$ cat src/rtl/kernel_buffer_loader_pkg.sv
// kernel_buffer_loader_pkg
//   Shared definitions for the kernel buffer loader and the kernel buffer:
//   - loader FSM state encoding
//   - ioInputs field offsets, so the packing
//     {ioSelect, ioWrite, ioBankSelect, ioInput} is defined in one place
//   The default configuration constants are the values the loader and its
//   interface use when not overridden.
package kernel_buffer_loader_pkg;

  localparam int KBL_DEPTH = 2;
  localparam int KBL_A     = 7;
  localparam int KBL_W     = 16;

  typedef enum logic [1:0] {
    IDLE  = 2'd0,
    LOAD  = 2'd1,
    FLUSH = 2'd2,
    DONE  = 2'd3
  } kbl_state_t;

  // Field offsets inside ioInputs for a given word width / bank log2.
  function automatic int io_bank_lsb(input int w);
    return w;
  endfunction

  function automatic int io_wr(input int w, input int depth);
    return w + depth;
  endfunction

  function automatic int io_sel(input int w, input int depth);
    return w + depth + 1;
  endfunction

  localparam int IO_BANK_LSB = KBL_W;
  localparam int IO_WR       = KBL_W + KBL_DEPTH;
  localparam int IO_SEL      = KBL_W + KBL_DEPTH + 1;

endpackage

$ cat src/rtl/kernel_buffer_loader_if.sv
// kernel_buffer_loader_if
//   Control, stream and kernel-buffer bus of the kernel buffer loader.
//   master : controller / stream source / buffer side
//   slave  : the loader itself
//   Signals: start, num_words, in_data, in_valid, in_ready, address,
//            ioInputs, busy, done (+ checksum when KBL_CHECKSUM_EN is defined)
interface kernel_buffer_loader_if
  import kernel_buffer_loader_pkg::*;
#(
  parameter int depth = KBL_DEPTH,
  parameter int A     = KBL_A,
  parameter int W     = KBL_W
);
  logic                 start;
  logic [A+depth:0]     num_words;
  logic [W-1:0]         in_data;
  logic                 in_valid;
  logic                 in_ready;
  logic [A-1:0]         address;
  logic [W+depth+1:0]   ioInputs;
  logic                 busy;
  logic                 done;
`ifdef KBL_CHECKSUM_EN
  logic [W-1:0]         checksum;
`endif

  modport master (
    output start, num_words, in_data, in_valid,
    input  in_ready, address, ioInputs, busy, done
`ifdef KBL_CHECKSUM_EN
    , input checksum
`endif
  );

  modport slave (
    input  start, num_words, in_data, in_valid,
    output in_ready, address, ioInputs, busy, done
`ifdef KBL_CHECKSUM_EN
    , output checksum
`endif
  );
endinterface

$ cat src/rtl/kernel_buffer_loader_bank_addr_counter.sv
// kbl_bank_addr_counter
//   Round-robin write position: bank_cnt walks 0..D-1 per accepted word and
//   addr_cnt advances each time bank_cnt wraps (word k -> bank k%D, addr k/D).
//   Ports: clk, rst (async, active high), clr (sync clear), inc (advance),
//          bank_cnt [depth-1:0], addr_cnt [A-1:0]
module kbl_bank_addr_counter #(
  parameter int depth = 2,
  parameter int A     = 7
) (
  input  logic             clk,
  input  logic             rst,
  input  logic             clr,
  input  logic             inc,
  output logic [depth-1:0] bank_cnt,
  output logic [A-1:0]     addr_cnt
);
  localparam logic [depth-1:0] BANK_LAST = {depth{1'b1}};
  localparam logic [depth-1:0] BANK_ONE  = 1;
  localparam logic [A-1:0]     ADDR_ONE  = 1;

  always_ff @(posedge clk or posedge rst) begin
    if (rst) begin
      bank_cnt <= '0;
      addr_cnt <= '0;
    end else if (clr) begin
      bank_cnt <= '0;
      addr_cnt <= '0;
    end else if (inc) begin
      if (bank_cnt == BANK_LAST) begin
        bank_cnt <= '0;
        addr_cnt <= addr_cnt + ADDR_ONE;
      end else begin
        bank_cnt <= bank_cnt + BANK_ONE;
      end
    end
  end
endmodule

$ cat src/rtl/kernel_buffer_loader.sv
// kernel_buffer_loader
//   Accepts a valid/ready stream of W-bit kernel words and writes them
//   round-robin across the D banks of the kernel buffer through its packed
//   io bus, driving the shared address port while a load is in progress.
//   Ports: CLK, RST (async, active high), bus (kernel_buffer_loader_if.slave)
//   Optional feature: KBL_CHECKSUM_EN adds bus.checksum, the modulo-2^W sum
//   of the words accepted since the last accepted start.
module kernel_buffer_loader
  import kernel_buffer_loader_pkg::*;
#(
  parameter int depth = KBL_DEPTH,
  parameter int A     = KBL_A,
  parameter int W     = KBL_W
) (
  input logic                   CLK,
  input logic                   RST,
  kernel_buffer_loader_if.slave bus
);
  localparam int NW       = A + depth + 1;
  localparam int SEL_POS  = io_sel(W, depth);
  localparam int WR_POS   = io_wr(W, depth);
  localparam int BANK_POS = io_bank_lsb(W);
  // D<<A: the full buffer capacity in words
  localparam logic [NW-1:0] MAX_WORDS = {1'b1, {(NW-1){1'b0}}};
  localparam logic [NW-1:0] ONE_WORD  = 1;

  kbl_state_t         state;
  logic [NW-1:0]      remaining;
  logic               in_ready_reg;
  logic               busy_reg;
  logic               done_reg;
  logic               sel_reg;
  logic               wr_reg;
  logic [depth-1:0]   bank_reg;
  logic [A-1:0]       addr_reg;
  logic [W-1:0]       data_reg;
  logic [depth-1:0]   bank_cnt;
  logic [A-1:0]       addr_cnt;
  logic [W+depth+1:0] io_bus;
  logic               accept;
  logic               start_accept;

  assign accept       = (state == LOAD) && bus.in_valid && in_ready_reg;
  assign start_accept = (state == IDLE) && bus.start;

  kbl_bank_addr_counter #(.depth(depth), .A(A)) u_counter (
    .clk      (CLK),
    .rst      (RST),
    .clr      (start_accept),
    .inc      (accept),
    .bank_cnt (bank_cnt),
    .addr_cnt (addr_cnt)
  );

  always_ff @(posedge CLK or posedge RST) begin
    if (RST) begin
      state        <= IDLE;
      remaining    <= '0;
      in_ready_reg <= 1'b0;
      busy_reg     <= 1'b0;
      done_reg     <= 1'b0;
      sel_reg      <= 1'b0;
      wr_reg       <= 1'b0;
      bank_reg     <= '0;
      addr_reg     <= '0;
      data_reg     <= '0;
    end else begin
      // write strobe and done are single-cycle unless re-asserted below
      wr_reg   <= 1'b0;
      done_reg <= 1'b0;
      case (state)
        IDLE: begin
          if (bus.start) begin
            busy_reg  <= 1'b1;
            remaining <= (bus.num_words > MAX_WORDS) ? MAX_WORDS : bus.num_words;
            if (bus.num_words == '0) begin
              // empty load: skip straight to the done pulse, never touch the buffer
              state    <= DONE;
              done_reg <= 1'b1;
            end else begin
              state        <= LOAD;
              in_ready_reg <= 1'b1;
              sel_reg      <= 1'b1;
            end
          end
        end
        LOAD: begin
          if (accept) begin
            wr_reg    <= 1'b1;
            data_reg  <= bus.in_data;
            bank_reg  <= bank_cnt;
            addr_reg  <= addr_cnt;
            remaining <= remaining - ONE_WORD;
            if (remaining == ONE_WORD) begin
              in_ready_reg <= 1'b0;
              state        <= FLUSH;
            end
          end
        end
        FLUSH: begin
          // this cycle presents the last write; ioSelect drops with it
          sel_reg  <= 1'b0;
          done_reg <= 1'b1;
          state    <= DONE;
        end
        DONE: begin
          busy_reg <= 1'b0;
          state    <= IDLE;
        end
        default: state <= IDLE;
      endcase
    end
  end

  always_comb begin
    io_bus                      = '0;
    io_bus[SEL_POS]             = sel_reg;
    io_bus[WR_POS]              = wr_reg;
    io_bus[BANK_POS +: depth]   = bank_reg;
    io_bus[W-1:0]               = data_reg;
  end

  assign bus.ioInputs = io_bus;
  assign bus.address  = addr_reg;
  assign bus.in_ready = in_ready_reg;
  assign bus.busy     = busy_reg;
  assign bus.done     = done_reg;

`ifdef KBL_CHECKSUM_EN
  logic [W-1:0] checksum_reg;

  always_ff @(posedge CLK or posedge RST) begin
    if (RST) begin
      checksum_reg <= '0;
    end else if (start_accept) begin
      checksum_reg <= '0;
    end else if (accept) begin
      checksum_reg <= checksum_reg + bus.in_data;
    end
  end

  assign bus.checksum = checksum_reg;
`endif

endmodule
$ cat src/flat_wrapper.sv
// flat-port wrapper written by rule: the top's interface ports become plain ports
module kernel_buffer_loader_flat import kernel_buffer_loader_pkg::*;
#(
  parameter int depth = KBL_DEPTH,
  parameter int A     = KBL_A,
  parameter int W     = KBL_W
)
  (CLK, RST, bus_start, bus_num_words, bus_in_data, bus_in_valid, bus_in_ready, bus_address, bus_ioInputs, bus_busy, bus_done);
  kernel_buffer_loader_if #(.depth(depth), .A(A), .W(W)) bus_i ();
  input logic CLK;
  input logic RST;
  input wire logic [$bits(bus_i.start)-1:0] bus_start;
  input wire logic [$bits(bus_i.num_words)-1:0] bus_num_words;
  input wire logic [$bits(bus_i.in_data)-1:0] bus_in_data;
  input wire logic [$bits(bus_i.in_valid)-1:0] bus_in_valid;
  output wire logic [$bits(bus_i.in_ready)-1:0] bus_in_ready;
  output wire logic [$bits(bus_i.address)-1:0] bus_address;
  output wire logic [$bits(bus_i.ioInputs)-1:0] bus_ioInputs;
  output wire logic [$bits(bus_i.busy)-1:0] bus_busy;
  output wire logic [$bits(bus_i.done)-1:0] bus_done;
  assign bus_i.start = bus_start;
  assign bus_i.num_words = bus_num_words;
  assign bus_i.in_data = bus_in_data;
  assign bus_i.in_valid = bus_in_valid;
  assign bus_in_ready = bus_i.in_ready;
  assign bus_address = bus_i.address;
  assign bus_ioInputs = bus_i.ioInputs;
  assign bus_busy = bus_i.busy;
  assign bus_done = bus_i.done;
  kernel_buffer_loader #(.depth(depth), .A(A), .W(W)) u_core (.CLK(CLK), .RST(RST), .bus(bus_i));
endmodule
$ cat config.mk
export PLATFORM = sky130hd
export DESIGN_NAME = kernel_buffer_loader_flat
export DESIGN_NICKNAME = d
export VERILOG_FILES = /design/src/rtl/kernel_buffer_loader_pkg.sv /design/src/rtl/kernel_buffer_loader_if.sv /design/src/rtl/kernel_buffer_loader_bank_addr_counter.sv /design/src/rtl/kernel_buffer_loader.sv /design/src/flat_wrapper.sv
export SDC_FILE = /design/constraint.sdc
export NUM_CORES = 1
export LEC_CHECK = 0
export CAP_MARGIN = 10
export CORE_ASPECT_RATIO = 0.7
export CORE_MARGIN = 4
export CORE_UTILIZATION = 50
export DETAILED_ROUTE_END_ITERATION = 10
export GPL_TIMING_DRIVEN = 0
export PLACE_DENSITY = 0.81
export RECOVER_POWER = 25
export SYNTH_ARGS = -nofsm -noshare
export SYNTH_HDL_FRONTEND = slang
export SYNTH_SLANG_ARGS = --single-unit
$ cat constraint.sdc
create_clock -name CLK -period 2.58 [get_ports CLK]
set_input_delay 0.387 -clock CLK [delete_from_list [all_inputs] [get_ports CLK]]
set_output_delay 0.387 -clock CLK [all_outputs]
set_load 0.02 [all_outputs]
==> impl_results.md <==
- DRC Markers: 0
- DIE AREA: 6270 um^2
- HP Class: input pin to asynchronous set/reset pin
- VDD IR max: 0.728 mV
- Max Buffers Root-to-Sink: 2
- Clk sinks: 51
- CP Capture Type: flip-flop
- Critical Path Start Type: flip-flop
- Pleak: 1.53 nW
- CP arrival: 2.51 ns
- Initial antenna violation count: 0
- Post-synth EDFFs: 0
- Outcome: finished, final reports clean
- Setup WS post-layout: 0.322 ns
- Yosys Warn Count: 0
- Core area: 4830 um^2
- DR iter-0 viols: 173
- Final Non-Filler Cells: 419
- Worst Setup Path Type: flip-flop to flip-flop
- I/O Pins: 60
- GRT overflow: 0
- Share of cells above drive strength 1: 6.00%
- DIE WIDTH: 93.0 um
- Cts hold-fix bufs: 0
- Fin. Hold Viols: 0
- Final Skew: 0.00977 ns
- Post-Syn Nets: 320
- Syn avg cell area: 8.96 um^2
- Total GRT Usage: 20.1%
- Cell count after placement: 411
- Post-route minimum period: 2.26 ns
- Slew Limit Fails: 0
- Clock root buffer: clkbuf_8
- WP data required: 2.83 ns
- Ys async rst share: 100%
- DR WL/cell: 14.3 um
- 1st-pass router iterations: 4
- Max FFs per register: 16
- CTS resizes: 0
- Rel. slew slack: 33.5%
- RSZ-0062 raised after global routing: false
- Worst-margin pin slew: 0.998 ns
- Routed WL: 5990 um
- Power Dens Cells: 1110 nW/um^2
- Syn Std Cell Area: 2530 um^2
- Pre-CTS setup slack: 0.344 ns
- Vias in the first global route: 2,047
- Final setup fails: 0
- Placement row count: 21
- Unique cell type count in the Yosys netlist: 44
- Period utilisation layout: 87.5%
- Num CTS Buffers: 5
- Top FF cell, synth: dfrtp_1
- Clock Latency Late Sink: 0.31 ns
- Pwr Total: 3.72 mW
- Starting Density: 52.3%
- Clk pin slew, worst setup/hold paths: 0.10 ns
- First-pass GRT wire length: 9920 um
- #FFs+latches synth: 51
- Fmax: 443 MHz
- Hold WS: 0.479 ns
- Cells after synthesis: 282
- Gpl congestion: 0.892
- FILL cells: 380
- Pin count of the biggest net entering global routing: 43
- # nets final: 387
- # Max-Cap Violations: 0
- Register area share after synthesis: 50.5%
- Number of inserted diodes: 0
- IO buf count: 59
- CTS tree: built
- Routed Antenna Nets: 0
- Hpwl dp: 4390 um
- Mean number of vias per cell: 5.21
- Crit-path max FO: 10
- Setup Buffers After CTS: 0
- Vias: 2,181
- P&R area growth vs syn: 32.4%
- Final Core Density: 69.2%
- H-tree levels: 2
- Die H: 67.5 um
## critical path, stage by stage (launching register included)
cell     delay [ns]
dfrtp_1        0.41
inv_1          0.12
ha_1           0.15
buf_2          0.19
nor2b_1        0.33
o21ai_0        0.23
buf_4          0.24
nor4b_1        0.36
a221o_1        0.17
## cell usage in the layout (no fill, tap or decap), drive strengths merged, types with 2 or more instances in the layout
cell type      synthesis  layout
a21oi                 10      10
dfrtp                 51      51
nor2                  17      17
inv                   11      11
o21ai                 13      13
nor3b                  5       5
ha                     8       8
a211oi                 5       5
and3                   2       2
clkbuf                 4      10
bufinv                 0       2
nand2b                 2       2
nor2b                  4       4
nand4                  2       2
o2111ai                2       2
or3                    3       3
nand2                 89      89
o41ai                  2       2
mux2i                  3       3
nor3                   6       6
a221o                  4       4
buf                   10      10
clkdlybuf4s50          0      58
xnor2                  4       4
nor4                   3       3
nand3                  8       8
## final cells by class
class	count	area [um^2]	area share, %
multi-input cells	206	1130	33.8
flip-flops and latches	51	1280	38.2
inverters	11	41.3	1.23
well taps	69	86.3	2.58
repair buffers	60	596	17.8
clock inverters	3	67.6	2.02
clock buffers	5	68.8	2.06
plain buffers	14	77.6	2.32
## stage by stage
step	cell area (um^2)	setup TNS, ns
final	3340	0
after global routing	3340	0
after CTS	3360	0
after detailed placement	3220	0
after global placement	3200	-0.656
after floorplan	2530	0
## final timing paths
kind | to | cells after the start | start | slack, ns
setup / recovery | u_core.remaining[6] | 8 | u_core.state[0] | 0.32
hold / removal | u_core.remaining[8] | 2 | RST | 0.48
setup reg to reg | u_core.remaining[6] | 8 | u_core.state[0] | 0.32
hold reg to reg | u_core.data_reg[13] | 2 | u_core.data_reg[13] | 0.48
max in group asynchronous | u_core.u_counter.bank_cnt[0] | 3 | RST | 0.81
min in group CLK | u_core.data_reg[13] | 2 | u_core.data_reg[13] | 0.48
## layer usage
metal | part of all wire [%] | track usage [%] | up-vias
met5 | 0 | 0 | -
met4 | 1.1 | 6.40 | 0
met1 | 48 | 29.7 | 998
li1 | - | - | 1080
met3 | 8.9 | 5.79 | 10
met2 | 42 | 28.4 | 93
## cell usage after synthesis, drive strengths merged (4+ instances only)
master | n | area [um^2]
nand2 | 89 | 334
dfrtp | 51 | 1280
nand3 | 8 | 40.0
a21oi | 10 | 50.1
a211oi | 5 | 37.5
xnor2 | 4 | 35.0
ha | 8 | 100
nor2b | 4 | 25.0
inv | 11 | 41.3
clkbuf | 4 | 15.0
nor3b | 5 | 37.5
a221o | 4 | 40.0
o21ai | 13 | 65.1
nor3 | 6 | 41.3
nor2 | 17 | 63.8
buf | 10 | 62.6
## where the power goes
part / leakage (nW) / switching [mW] / internal (mW)
Combinational: 0.811 / 1.00 / 0.772
Sequential: 0.650 / 0.214 / 1.07
Clock: 0.0644 / 0.275 / 0.387
## cell families after synthesis
group                    share of synthesized area (%)
multiplexers                                      1.78
XOR/XNOR                                          1.73
flip-flops                                        50.5
AO/OA/AOI/OAI                                     11.4
AND/OR/NAND/NOR                                   25.9
adder cells (fa/ha/maj)                           3.96
buffers and inverters                             4.71
Note: power is estimated with default switching activity, not from simulation.
